<file path="config.mk">
export PLATFORM = sky130hd
export DESIGN_NAME = seq_alu_core
export DESIGN_NICKNAME = d
export VERILOG_FILES = /design/src/rtl/seq_alu_pkg.sv /design/src/rtl/seq_alu_iter.sv /design/src/rtl/seq_alu_core.sv
export SDC_FILE = /design/constraint.sdc
export NUM_CORES = 1
export LEC_CHECK = 0
export ABC_AREA = 1
export CORE_MARGIN = 1.5
export CORE_UTILIZATION = 56
export CTS_BUF_LIST = sky130_fd_sc_hd__clkbuf_4
export CTS_CLUSTER_SIZE = 30
export DETAILED_ROUTE_END_ITERATION = 7
export PLACE_DENSITY = 0.85
export RECOVER_POWER = 100
export SLEW_MARGIN = 20
export SYNTH_ARGS = -nofsm -noshare
export SYNTH_HDL_FRONTEND = slang
export SYNTH_SLANG_ARGS = --single-unit
</file>
<file path="constraint.sdc">
create_clock -name clk -period 2.4 [get_ports clk]
set_input_delay 0.36 -clock clk [delete_from_list [all_inputs] [get_ports clk]]
set_output_delay 0.36 -clock clk [all_outputs]
set_load 0.01 [all_outputs]
</file>
<file path="src/rtl/seq_alu_pkg.sv">
// Shared types and constants for the sequential ALU core:
// opcode values, FSM states and the iterative-unit operation kinds.
package seq_alu_pkg;

    localparam int DEF_WIDTH = 8;
    localparam int DEF_OPW   = 4;

    localparam int OP_ADD  = 0;
    localparam int OP_SUB  = 1;
    localparam int OP_MUL  = 2;
    localparam int OP_DIV  = 3;
    localparam int OP_AND  = 4;
    localparam int OP_OR   = 5;
    localparam int OP_XOR  = 6;
    localparam int OP_NAND = 7;
    localparam int OP_NOR  = 8;
    localparam int OP_NOT  = 9;
    localparam int OP_MOD  = 10;
    localparam int OP_SHL  = 11;
    localparam int OP_SHR  = 12;

    typedef enum logic [1:0] {IDLE, BUSY, DONE} state_t;

    typedef enum logic [1:0] {IT_MUL, IT_DIV, IT_MOD} iter_kind_t;

endpackage

</file>
<file path="src/rtl/seq_alu_iter.sv">
// Iterative datapath: WIDTH-step shift-add multiplier and restoring divider
// sharing one 2*WIDTH working register. Outputs show the value after the current step.
module seq_alu_iter
    import seq_alu_pkg::*;
#(
    parameter int WIDTH = DEF_WIDTH
) (
    input  logic               clk,
    input  logic               rst_n,
    input  logic               start,
    input  logic               mode_div,
    input  logic [WIDTH-1:0]   a,
    input  logic [WIDTH-1:0]   b,
    output logic               busy,
    output logic               done,
    output logic [2*WIDTH-1:0] product,
    output logic [WIDTH-1:0]   quotient,
    output logic [WIDTH-1:0]   remainder
);

    localparam int CW = $clog2(WIDTH);

    logic [2*WIDTH-1:0] work;
    logic [2*WIDTH-1:0] work_nxt;
    logic [WIDTH-1:0]   opnd;
    logic               div_q;
    logic [CW-1:0]      cnt;
    logic [WIDTH:0]     mul_sum;
    logic [WIDTH:0]     div_shift;
    logic [WIDTH:0]     div_diff;
    logic               div_ge;

    // Multiply keeps {partial, multiplier} in work; divide keeps {remainder, quotient}.
    always_comb begin
        mul_sum   = {1'b0, work[2*WIDTH-1:WIDTH]} + (work[0] ? {1'b0, opnd} : '0);
        div_shift = work[2*WIDTH-1:WIDTH-1];
        div_ge    = div_shift >= {1'b0, opnd};
        div_diff  = div_shift - {1'b0, opnd};
        if (div_q) begin
            work_nxt = {(div_ge ? div_diff[WIDTH-1:0] : div_shift[WIDTH-1:0]),
                        work[WIDTH-2:0], div_ge};
        end else begin
            work_nxt = {mul_sum, work[WIDTH-1:1]};
        end
    end

    assign done      = busy && (cnt == '0);
    assign product   = work_nxt;
    assign quotient  = work_nxt[WIDTH-1:0];
    assign remainder = work_nxt[2*WIDTH-1:WIDTH];

    // NOTE: sequential state uses non-blocking (<=) so every register updates from pre-edge values.
    always_ff @(posedge clk) begin
        if (!rst_n) begin
            work  <= '0;
            opnd  <= '0;
            div_q <= 1'b0;
            cnt   <= '0;
            busy  <= 1'b0;
        end else if (start) begin
            busy  <= 1'b1;
            cnt   <= CW'(WIDTH - 1);
            div_q <= mode_div;
            opnd  <= mode_div ? b : a;
            work  <= {{WIDTH{1'b0}}, (mode_div ? a : b)};
        end else if (busy) begin
            work <= work_nxt;
            if (cnt == '0) begin
                busy <= 1'b0;
            end else begin
                cnt <= cnt - CW'(1);
            end
        end
    end

endmodule

</file>
<file path="src/rtl/seq_alu_core.sv">
// Multi-cycle ALU with valid/ready on both sides; single-cycle ops computed at accept,
// MUL/DIV/MOD delegated to seq_alu_iter. Define ALU_ACC_EN to add the result accumulator.
module seq_alu_core
    import seq_alu_pkg::*;
#(
    parameter int WIDTH = DEF_WIDTH,
    parameter int OPW   = DEF_OPW
) (
    input  logic               clk,
    input  logic               rst_n,
    input  logic               in_valid,
    output logic               in_ready,
    input  logic [OPW-1:0]     op,
    input  logic [WIDTH-1:0]   a,
    input  logic [WIDTH-1:0]   b,
    input  logic               use_acc,
    output logic               out_valid,
    input  logic               out_ready,
    output logic [2*WIDTH-1:0] result,
    output logic               flag_zero,
    output logic               flag_neg,
    output logic               flag_err
);

    localparam logic [WIDTH:0] SH_LIM = (WIDTH + 1)'(2 * WIDTH);

    state_t             state;
    iter_kind_t         kind;
    logic               accept;
    logic [WIDTH-1:0]   a_eff;
    logic [WIDTH:0]     diff;
    logic [2*WIDTH-1:0] wide_a;
    logic [2*WIDTH-1:0] sc_res;
    logic               sc_err;
    logic               sc_neg;
    logic               sc_iter;
    iter_kind_t         sc_kind;
    logic               iter_busy;
    logic               iter_done;
    logic [2*WIDTH-1:0] iter_product;
    logic [WIDTH-1:0]   iter_quot;
    logic [WIDTH-1:0]   iter_rem;
    logic [2*WIDTH-1:0] iter_res;

`ifdef ALU_ACC_EN
    logic [WIDTH-1:0] acc;
    assign a_eff = use_acc ? acc : a;
`else
    logic unused_use_acc;
    assign unused_use_acc = use_acc;
    assign a_eff = a;
`endif

    // In DONE a new op can be taken in the same cycle the result is handed off.
    assign in_ready = rst_n && ((state == IDLE) || ((state == DONE) && out_ready));
    assign accept   = in_valid && in_ready;
    assign wide_a   = {{WIDTH{1'b0}}, a_eff};

    // NOTE: every signal written here gets a default first, so no path can infer a latch.
    always_comb begin
        sc_res  = '0;
        sc_err  = 1'b0;
        sc_neg  = 1'b0;
        sc_iter = 1'b0;
        sc_kind = IT_MUL;
        diff    = {1'b0, a_eff} - {1'b0, b};
        case (32'(op))
            OP_ADD:  sc_res = wide_a + {{WIDTH{1'b0}}, b};
            OP_SUB:  begin
                sc_res = {{(WIDTH-1){diff[WIDTH]}}, diff};
                sc_neg = diff[WIDTH];
            end
            OP_MUL:  sc_iter = 1'b1;
            OP_DIV:  begin
                if (b == '0) begin
                    sc_res = {{WIDTH{1'b0}}, {WIDTH{1'b1}}};
                    sc_err = 1'b1;
                end else begin
                    sc_iter = 1'b1;
                    sc_kind = IT_DIV;
                end
            end
            OP_MOD:  begin
                if (b == '0) begin
                    sc_res = wide_a;
                    sc_err = 1'b1;
                end else begin
                    sc_iter = 1'b1;
                    sc_kind = IT_MOD;
                end
            end
            OP_AND:  sc_res = {{WIDTH{1'b0}}, a_eff & b};
            OP_OR:   sc_res = {{WIDTH{1'b0}}, a_eff | b};
            OP_XOR:  sc_res = {{WIDTH{1'b0}}, a_eff ^ b};
            OP_NAND: sc_res = {{WIDTH{1'b0}}, ~(a_eff & b)};
            OP_NOR:  sc_res = {{WIDTH{1'b0}}, ~(a_eff | b)};
            OP_NOT:  sc_res = {{WIDTH{1'b0}}, ~a_eff};
            OP_SHL:  sc_res = ({1'b0, b} >= SH_LIM) ? '0 : (wide_a << b);
            OP_SHR:  sc_res = ({1'b0, b} >= SH_LIM) ? '0 : (wide_a >> b);
            default: sc_err = 1'b1;
        endcase
    end

    seq_alu_iter #(.WIDTH(WIDTH)) u_iter (
        .clk       (clk),
        .rst_n     (rst_n),
        .start     (accept && sc_iter),
        .mode_div  (sc_kind != IT_MUL),
        .a         (a_eff),
        .b         (b),
        .busy      (iter_busy),
        .done      (iter_done),
        .product   (iter_product),
        .quotient  (iter_quot),
        .remainder (iter_rem)
    );

    assign iter_res = (kind == IT_MUL) ? iter_product :
                      (kind == IT_DIV) ? {{WIDTH{1'b0}}, iter_quot} :
                                         {{WIDTH{1'b0}}, iter_rem};

    always_ff @(posedge clk) begin
        if (!rst_n) begin
            state     <= IDLE;
            kind      <= IT_MUL;
            out_valid <= 1'b0;
            result    <= '0;
            flag_zero <= 1'b0;
            flag_neg  <= 1'b0;
            flag_err  <= 1'b0;
`ifdef ALU_ACC_EN
            acc       <= '0;
`endif
        end else begin
            case (state)
                BUSY: begin
                    if (iter_busy && iter_done) begin
                        state     <= DONE;
                        out_valid <= 1'b1;
                        result    <= iter_res;
                        flag_zero <= (iter_res == '0);
                        flag_neg  <= 1'b0;
                        flag_err  <= 1'b0;
                    end
                end
                DONE: begin
                    if (out_ready) begin
                        state     <= IDLE;
                        out_valid <= 1'b0;
`ifdef ALU_ACC_EN
                        acc       <= result[WIDTH-1:0];
`endif
                    end
                end
                default: ;
            endcase
            // A same-cycle accept overrides the DONE->IDLE hand-off above.
            if (accept) begin
                if (sc_iter) begin
                    state <= BUSY;
                    kind  <= sc_kind;
                end else begin
                    state     <= DONE;
                    out_valid <= 1'b1;
                    result    <= sc_res;
                    flag_zero <= (sc_res == '0);
                    flag_neg  <= sc_neg;
                    flag_err  <= sc_err;
                end
            end
        end
    end

endmodule

</file>
* After elaboration in Yosys (flattened, before gate mapping)
Cells that the tools add are included.
** Operators by class
- Add/sub/neg operators :: 5
- Magnitude comparators :: 2
- Equality and inequality tests :: 18
- Shifts and indexed selects :: 2
- Muxes and demuxes :: 54
- Bitwise logic cells :: 7
- Reductions and logical operators :: 23
** Operator list (count)
- 16-bit case mux with 12 select lines :: 1
- 16-bit 2-to-1 mux :: 8
- 8-bit 2-to-1 mux :: 9
- 16-bit zero test :: 2
- 8-bit inverter :: 3
- 1-bit 2-to-1 mux :: 23
- 4-bit equality test (second input constant) :: 5
- 8-bit by 8-bit adder with 9-bit output :: 2
- 4-bit by 3-bit equality test with 1-bit output (second input constant) :: 4
- 8-bit by 8-bit << shifter with 16-bit output :: 1
- 8-bit by 8-bit right shift with 16-bit output :: 1
- 11-bit OR reduction :: 1
- 2-bit 2-to-1 mux :: 5
- 9-bit by 8-bit greater-or-equal comparator with 1-bit output :: 1
- 3-bit 2-to-1 mux :: 3
- 8-bit by 8-bit subtractor with 9-bit output :: 1
- 8-bit bitwise AND :: 1
- 4-bit by 2-bit equality test with 1-bit output (second input constant) :: 2
- 8-bit by 5-bit greater-or-equal comparator with 1-bit output (second input constant) :: 1
- 8-bit zero test :: 1
- 8-bit bitwise OR :: 1
- 2-bit case mux with 2 select lines :: 2
- 8-bit subtractor :: 1
- 8-bit bitwise XOR :: 1
- 18 further kinds :: 31
** Storage, ports and cells
- Bits in registers :: 53
- Input bits :: 25

* Depth between registers and ports, before layout
- Depth after elaboration :: 10
- Mapped depth :: 22
- Gate-level depth less buffers :: 21

* Cells and area by module
Synthesis repeated with hierarchy kept, for this count alone.
** Second synthesis, totals
- Cell total of the unflattened synthesis :: 1127
- Area, all modules :: 6636.4 um^2
** Modules (own cells, without submodules)
- seq_alu_core :: times used 1, cells each 717, area each 3901.2 um^2
- seq_alu_iter :: times used 1, cells each 410, area each 2735.1 um^2

* Worst setup path before layout
No wires, ideal clock.
- Path kind :: input -> register
- Start :: input b[1]
- End :: register flag_zero
- Library setup time :: 0.071 ns
- Data arrival time :: 2.342 ns
- Slack :: -0.013 ns
- Stages on the path :: 15
- Path buffers :: 2
- Path through :: buf_2 > inv_1 > clkbuf_1 > ha_1 > inv_1 > nand4_1 > nand3_1 > nand2_1 > nand2_1 > nor2_1 > nor3_1 > nand4_1 > nor3_1 > nand4_1 > a21oi_1
** On the way
- Cells in the longest elaborated chain, start to end :: 6
- Elaborated cells between the ends (all ways) :: 21
- Those cells by class :: 2 x add/sub; 1 x order compare; 2 x shift; 9 x mux; 5 x bitwise; 2 x reduce/logical
** Ends and longest elaborated chain
- from (decl) :: RTL line seq_alu_core.sv:15 : input logic [WIDTH-1:0] b,
- 8-bit by 5-bit greater-or-equal comparator with 1-bit output, or another cell as far along :: RTL line seq_alu_core.sv:98, seq_alu_core.sv:99
- 16-bit 2-to-1 mux, or another cell as far along :: RTL line seq_alu_core.sv:99 : OP_SHR: sc_res = ({1'b0, b} >= SH_LIM) ? '0 : (wide_a >> b);
- 16-bit case mux with 12 select lines :: RTL line seq_alu_core.sv:67 : case (32'(op))
- 16-bit zero test :: RTL line seq_alu_core.sv:166 : flag_zero <= (sc_res == '0);
- 1-bit 2-to-1 mux (*) :: RTL line seq_alu_core.sv:159 : if (sc_iter) begin
- 1-bit 2-to-1 mux (*) :: RTL line seq_alu_core.sv:158 : if (accept) begin
- to (signal assigned) :: RTL line seq_alu_core.sv:141 : flag_zero <= (iter_res == '0);
- to (signal assigned) :: RTL line seq_alu_core.sv:166
- to (decl) :: RTL line seq_alu_core.sv:20 : output logic flag_zero,
Mark *: on every way between the ends. The rest lies on a longest branch, timed or not.
A chain may end at the register's enable or synchronous reset.

* Worst setup path after layout
- Start :: register u_iter.opnd[5]
- End :: register flag_zero
** On the way
- Cells in the longest elaborated chain, start to end :: 10
- Elaborated cells between the ends (all ways) :: 13
- Those cells by class :: 2 x add/sub; 1 x order compare; 9 x mux; 1 x reduce/logical
** Ends and longest elaborated chain
- from (decl) :: RTL line seq_alu_iter.sv:25 : logic [WIDTH-1:0] opnd;
- from (signal assigned) :: RTL line seq_alu_iter.sv:64 : opnd <= mode_div ? b : a;
- 8-bit 2-to-1 mux, or another cell as far along :: RTL line seq_alu_iter.sv:35 : mul_sum = {1'b0, work[2*WIDTH-1:WIDTH]} + (work[0] ? {1'b0, opnd} : '0);
- 8-bit by 8-bit adder with 9-bit output or 8-bit 2-to-1 mux (tied branches) :: RTL line seq_alu_iter.sv:35, seq_alu_iter.sv:40
- 16-bit 2-to-1 mux (*) :: RTL line seq_alu_iter.sv:39 : if (div_q) begin
- 8-bit 2-to-1 mux :: RTL line seq_alu_core.sv:119 : (kind == IT_DIV) ? {{WIDTH{1'b0}}, iter_quot} :
- 16-bit 2-to-1 mux (*) :: RTL line seq_alu_core.sv:118 : assign iter_res = (kind == IT_MUL) ? iter_product :
- 16-bit zero test (*) :: RTL line seq_alu_core.sv:141
- 1-bit 2-to-1 mux (*) :: RTL line seq_alu_core.sv:137 : if (iter_busy && iter_done) begin
- 1-bit 2-to-1 mux (*) :: RTL line seq_alu_core.sv:135 : case (state)
- 1-bit 2-to-1 mux :: RTL line seq_alu_core.sv:159
- 1-bit 2-to-1 mux (*) :: RTL line seq_alu_core.sv:158
Marks and branches as above.

==> impl_metrics.csv <==
group,metric,value,unit
run_status,outcome,"complete, but fails checks",
run_status,failed_checks,"design-rule violations, negative setup slack",
synthesis,yosysTopAreaCellShare,17.1,%
grt,grt_max_degree,28,
die,core_area,10800,um^2
die,pin_count,46,
sta,fin_worst_skew,0.0332,ns
sta,period_minus_slack,2.69,ns
synthesis,ys.flop_type,"dfxtp_1",
grt,groute.layer.met1.usage,48.4,%
clocking,cts_tree,"yes",
synthesis,avgSynthCellArea,5.93,um^2
final_layout,area_delta_synth_final,45.0,%
worst_setup_path,critPathCaptureType,"register",
sta,fmax,0.372,GHz
sta,fin_ws,-0.285,ns
final_layout,final_area,8990,um^2
grt,use_met2,70.4,%
synthesis,netlist_area,6200,um^2
sta,rsz0062_at_grt,"yes",
sta,maxSlewHeadroom,55.9,%
placed_design,place_area,8240,um^2
grt,grt-ovfl-total,0,
drt,drc,14,
clocking,cts.path.max_buffers,2,
sta,hold_viol,0,
die,die_area,11700,um^2
pwr,leakage,0.00452,uW
worst_setup_path,cp_data_required_time,2.76,ns
drt,drtIter0Drc,1255,
drt,routed_via_density,6.18,
pwr,power_density,314,nW/um^2
synthesis,synth.distinct_cells,52,
synthesis,seq_area_frac_synth,17.1,%
drt,wl_per_cell,19.3,um
sta,finalCritPeriodShare,112,%
placed_design,hpwl,18600,um
clocking,clk_transition_reported_paths,0.19,ns
pwr,peakVddDrop,300,uV
final_layout,nets,1361,
clocking,clock_latency,0.40,ns
min_path,min_path_cells,1,
final_layout,antenna_cells,0,
clocking,htreeDepth,2,
synthesis,syn_nets,1119,
die,chipHeight,108,um
worst_setup_path,critPathArrivalTime,3.04,ns
synthesis,ys.warnings.count,0,
clocking,clk_root_buffer_cell,"clkbuf_4",
clocking,hold_buffers,0,
synthesis,synth_top_cells_by_area,"nand2_1, dfxtp_1, ha_1",
synthesis,synth_edf_count,0,
synthesis,yosysTopAreaCell,"nand2_1",
grt,top_usage_layer,"met2",
drt,drtAntennaViolNets,0,
die,die_w,108,um
grt,grt_pass1_wl,38300,um
grt,grtUsageMet3,9.10,%
die,num_rows,38,
drt,vias,8827,
clocking,numCtsBuffers,5,
final_layout,final_cell_count_no_fill,1428,
grt,antenna_found_initial,0,
clocking,clkSinkCount,53,
flow_run,cap_violations,0,
placed_design,place.gp.congestion,0.984,
final_layout,layout-drive-gt1-share,33.9,%
worst_setup_path,start_kind,"register",
drt,firstDrtPassIters,8,
grt,grtUsageTotal,41.7,%
worst_setup_path,crit_type,"reg2reg",
synthesis,synth_cells,1045,
synthesis,async_flop_share,0,%
worst_setup_path,r2r_cells,16,
sta,holdWs,0.475,ns
placed_design,io_buffers,44,
die,floorplan.initialDensity,57.4,%
drt,wirelength,27500,um
worst_setup_path,path_max_fanout,5,
grt,grt_pass1_vias,7856,
sta,worst_pin_slew,0.659,ns
min_path,hp-class,"reg2reg",
sta,setup_viol,13,
synthesis,ys_seq_elements,53,
sta,finalMaxSlewViolations,0,
placed_design,dp_cells,1407,
registers in the layout, summed over array words and instances, names as in the netlist, 2 cells and up:
name and count:
result 16, u_iter.opnd 8, state 2, u_iter.work 16
kind 2, u_iter.cnt 3
layout make-up:
type / count / area (um^2)
sequential: 53 / 1090
tap: 140 / 175
timing repair buffer: 272 / 2180
fill: 689 / 1810
clock inverter: 3 / 25.0
inverter: 135 / 514
clock buffer: 5 / 37.5
multi-input combinational: 820 / 4960
worst max-delay path, stage by stage (launching register included):
cell and delay (ns):
dfxtp_2 0.37, inv_1 0.08, ha_4 0.31, nand2_1 0.11
o211ai_2 0.39, nand3_1 0.13, nand3_1 0.27, nand2_1 0.18
nand2_1 0.10, nand2_1 0.08, nor2_1 0.10, nand3_1 0.08
nor2_1 0.11, nand2_1 0.08, nand2_1 0.08, nand2_2 0.05
a21oi_2 0.11
report_power, final:
group          switching, uW  leakage (uW)  internal [uW]
combinational            806       0.00405            601
sequential              39.4      0.000440            926
clock                    327     0.0000318            120
synth_stat cells, types with 2 or more instances:
| cell type | number |
|---|---|
| a211oi_2 | 10 |
| o31ai_1 | 3 |
| inv_1 | 113 |
| nor3_2 | 2 |
| inv_2 | 18 |
| nand2_4 | 4 |
| or2_2 | 6 |
| buf_2 | 13 |
| nor2_2 | 5 |
| nor2_8 | 3 |
| ha_1 | 45 |
| o221ai_1 | 3 |
| inv_4 | 3 |
| a211oi_1 | 7 |
| dfxtp_1 | 53 |
| o21ai_1 | 9 |
| o21ai_0 | 83 |
| nand2_2 | 6 |
| nor2_4 | 5 |
| nand4_1 | 23 |
| clkbuf_1 | 16 |
| o22ai_1 | 13 |
| nand2_1 | 283 |
| fa_1 | 4 |
| o211ai_1 | 5 |
| a31oi_1 | 13 |
| nand3_1 | 100 |
| nor2_1 | 91 |
| buf_6 | 4 |
| a21oi_2 | 3 |
| nor3_1 | 8 |
| buf_1 | 3 |
| a21oi_1 | 69 |
path summary, 6_finish.rpt:
check / slack, ns / endpoint / start
min reg2reg: 0.47 / u_iter.cnt[0] / u_iter.cnt[0]
min: 0.47 / u_iter.cnt[0] / u_iter.cnt[0]
max: -0.29 / flag_zero / u_iter.opnd[5]
max reg2reg: -0.29 / flag_zero / u_iter.opnd[5]
layout by cell type, fill, tap and decap left out, drive strengths merged, types with 2 or more instances in the layout:
cell	instances
a211oi	17
a21oi	72
a31oi	13
buf	227
clkbuf	6
clkdlybuf4s50	15
clkinv	2
dfxtp	53
dlygate4sd3	21
dlymetal6s2s	7
fa	4
ha	45
inv	135
nand2	293
nand3	101
nand4	24
nor2	104
nor3	10
o211ai	6
o21ai	93
o221ai	3
o22ai	13
o31ai	3
or2	8
cells by family after synthesis:
group / synth area share, %
AO/OA/AOI/OAI: 21.8
adder cells (fa/ha/maj): 10.4
buffers and inverters: 11.3
flip-flops: 17.1
multiplexers: 0.162
AND/OR/NAND/NOR: 39.2
layer usage:
metal  routed length [um]  part of all wire, %
met5                    0                    0
met4                 2150                  7.8
met3                 3250                   12
met2                12400                   45
met1                 9660                   35
stage by stage:
stage                     utilization [%]  power, uW  worst slack (ns)  setup TNS, ns
after floorplan                         -       1620            0.0349              0
after global placement               76.3       2150            -0.487         -10.11
after detailed placement             76.3       2170            -0.572         -13.60
after CTS                            79.0       2630           0.00238              0
after global routing                 83.3       2940            -0.522          -3.11
final                                83.3       2820            -0.285          -1.18
timing repair:
action | CTS | global route
endpoints found under the setup margin | 5 | 15
setup buffers | 1 | 12
pin swaps | 10 | 50
resized for setup | 43 | 130
Power figures use the tool's default switching activity.
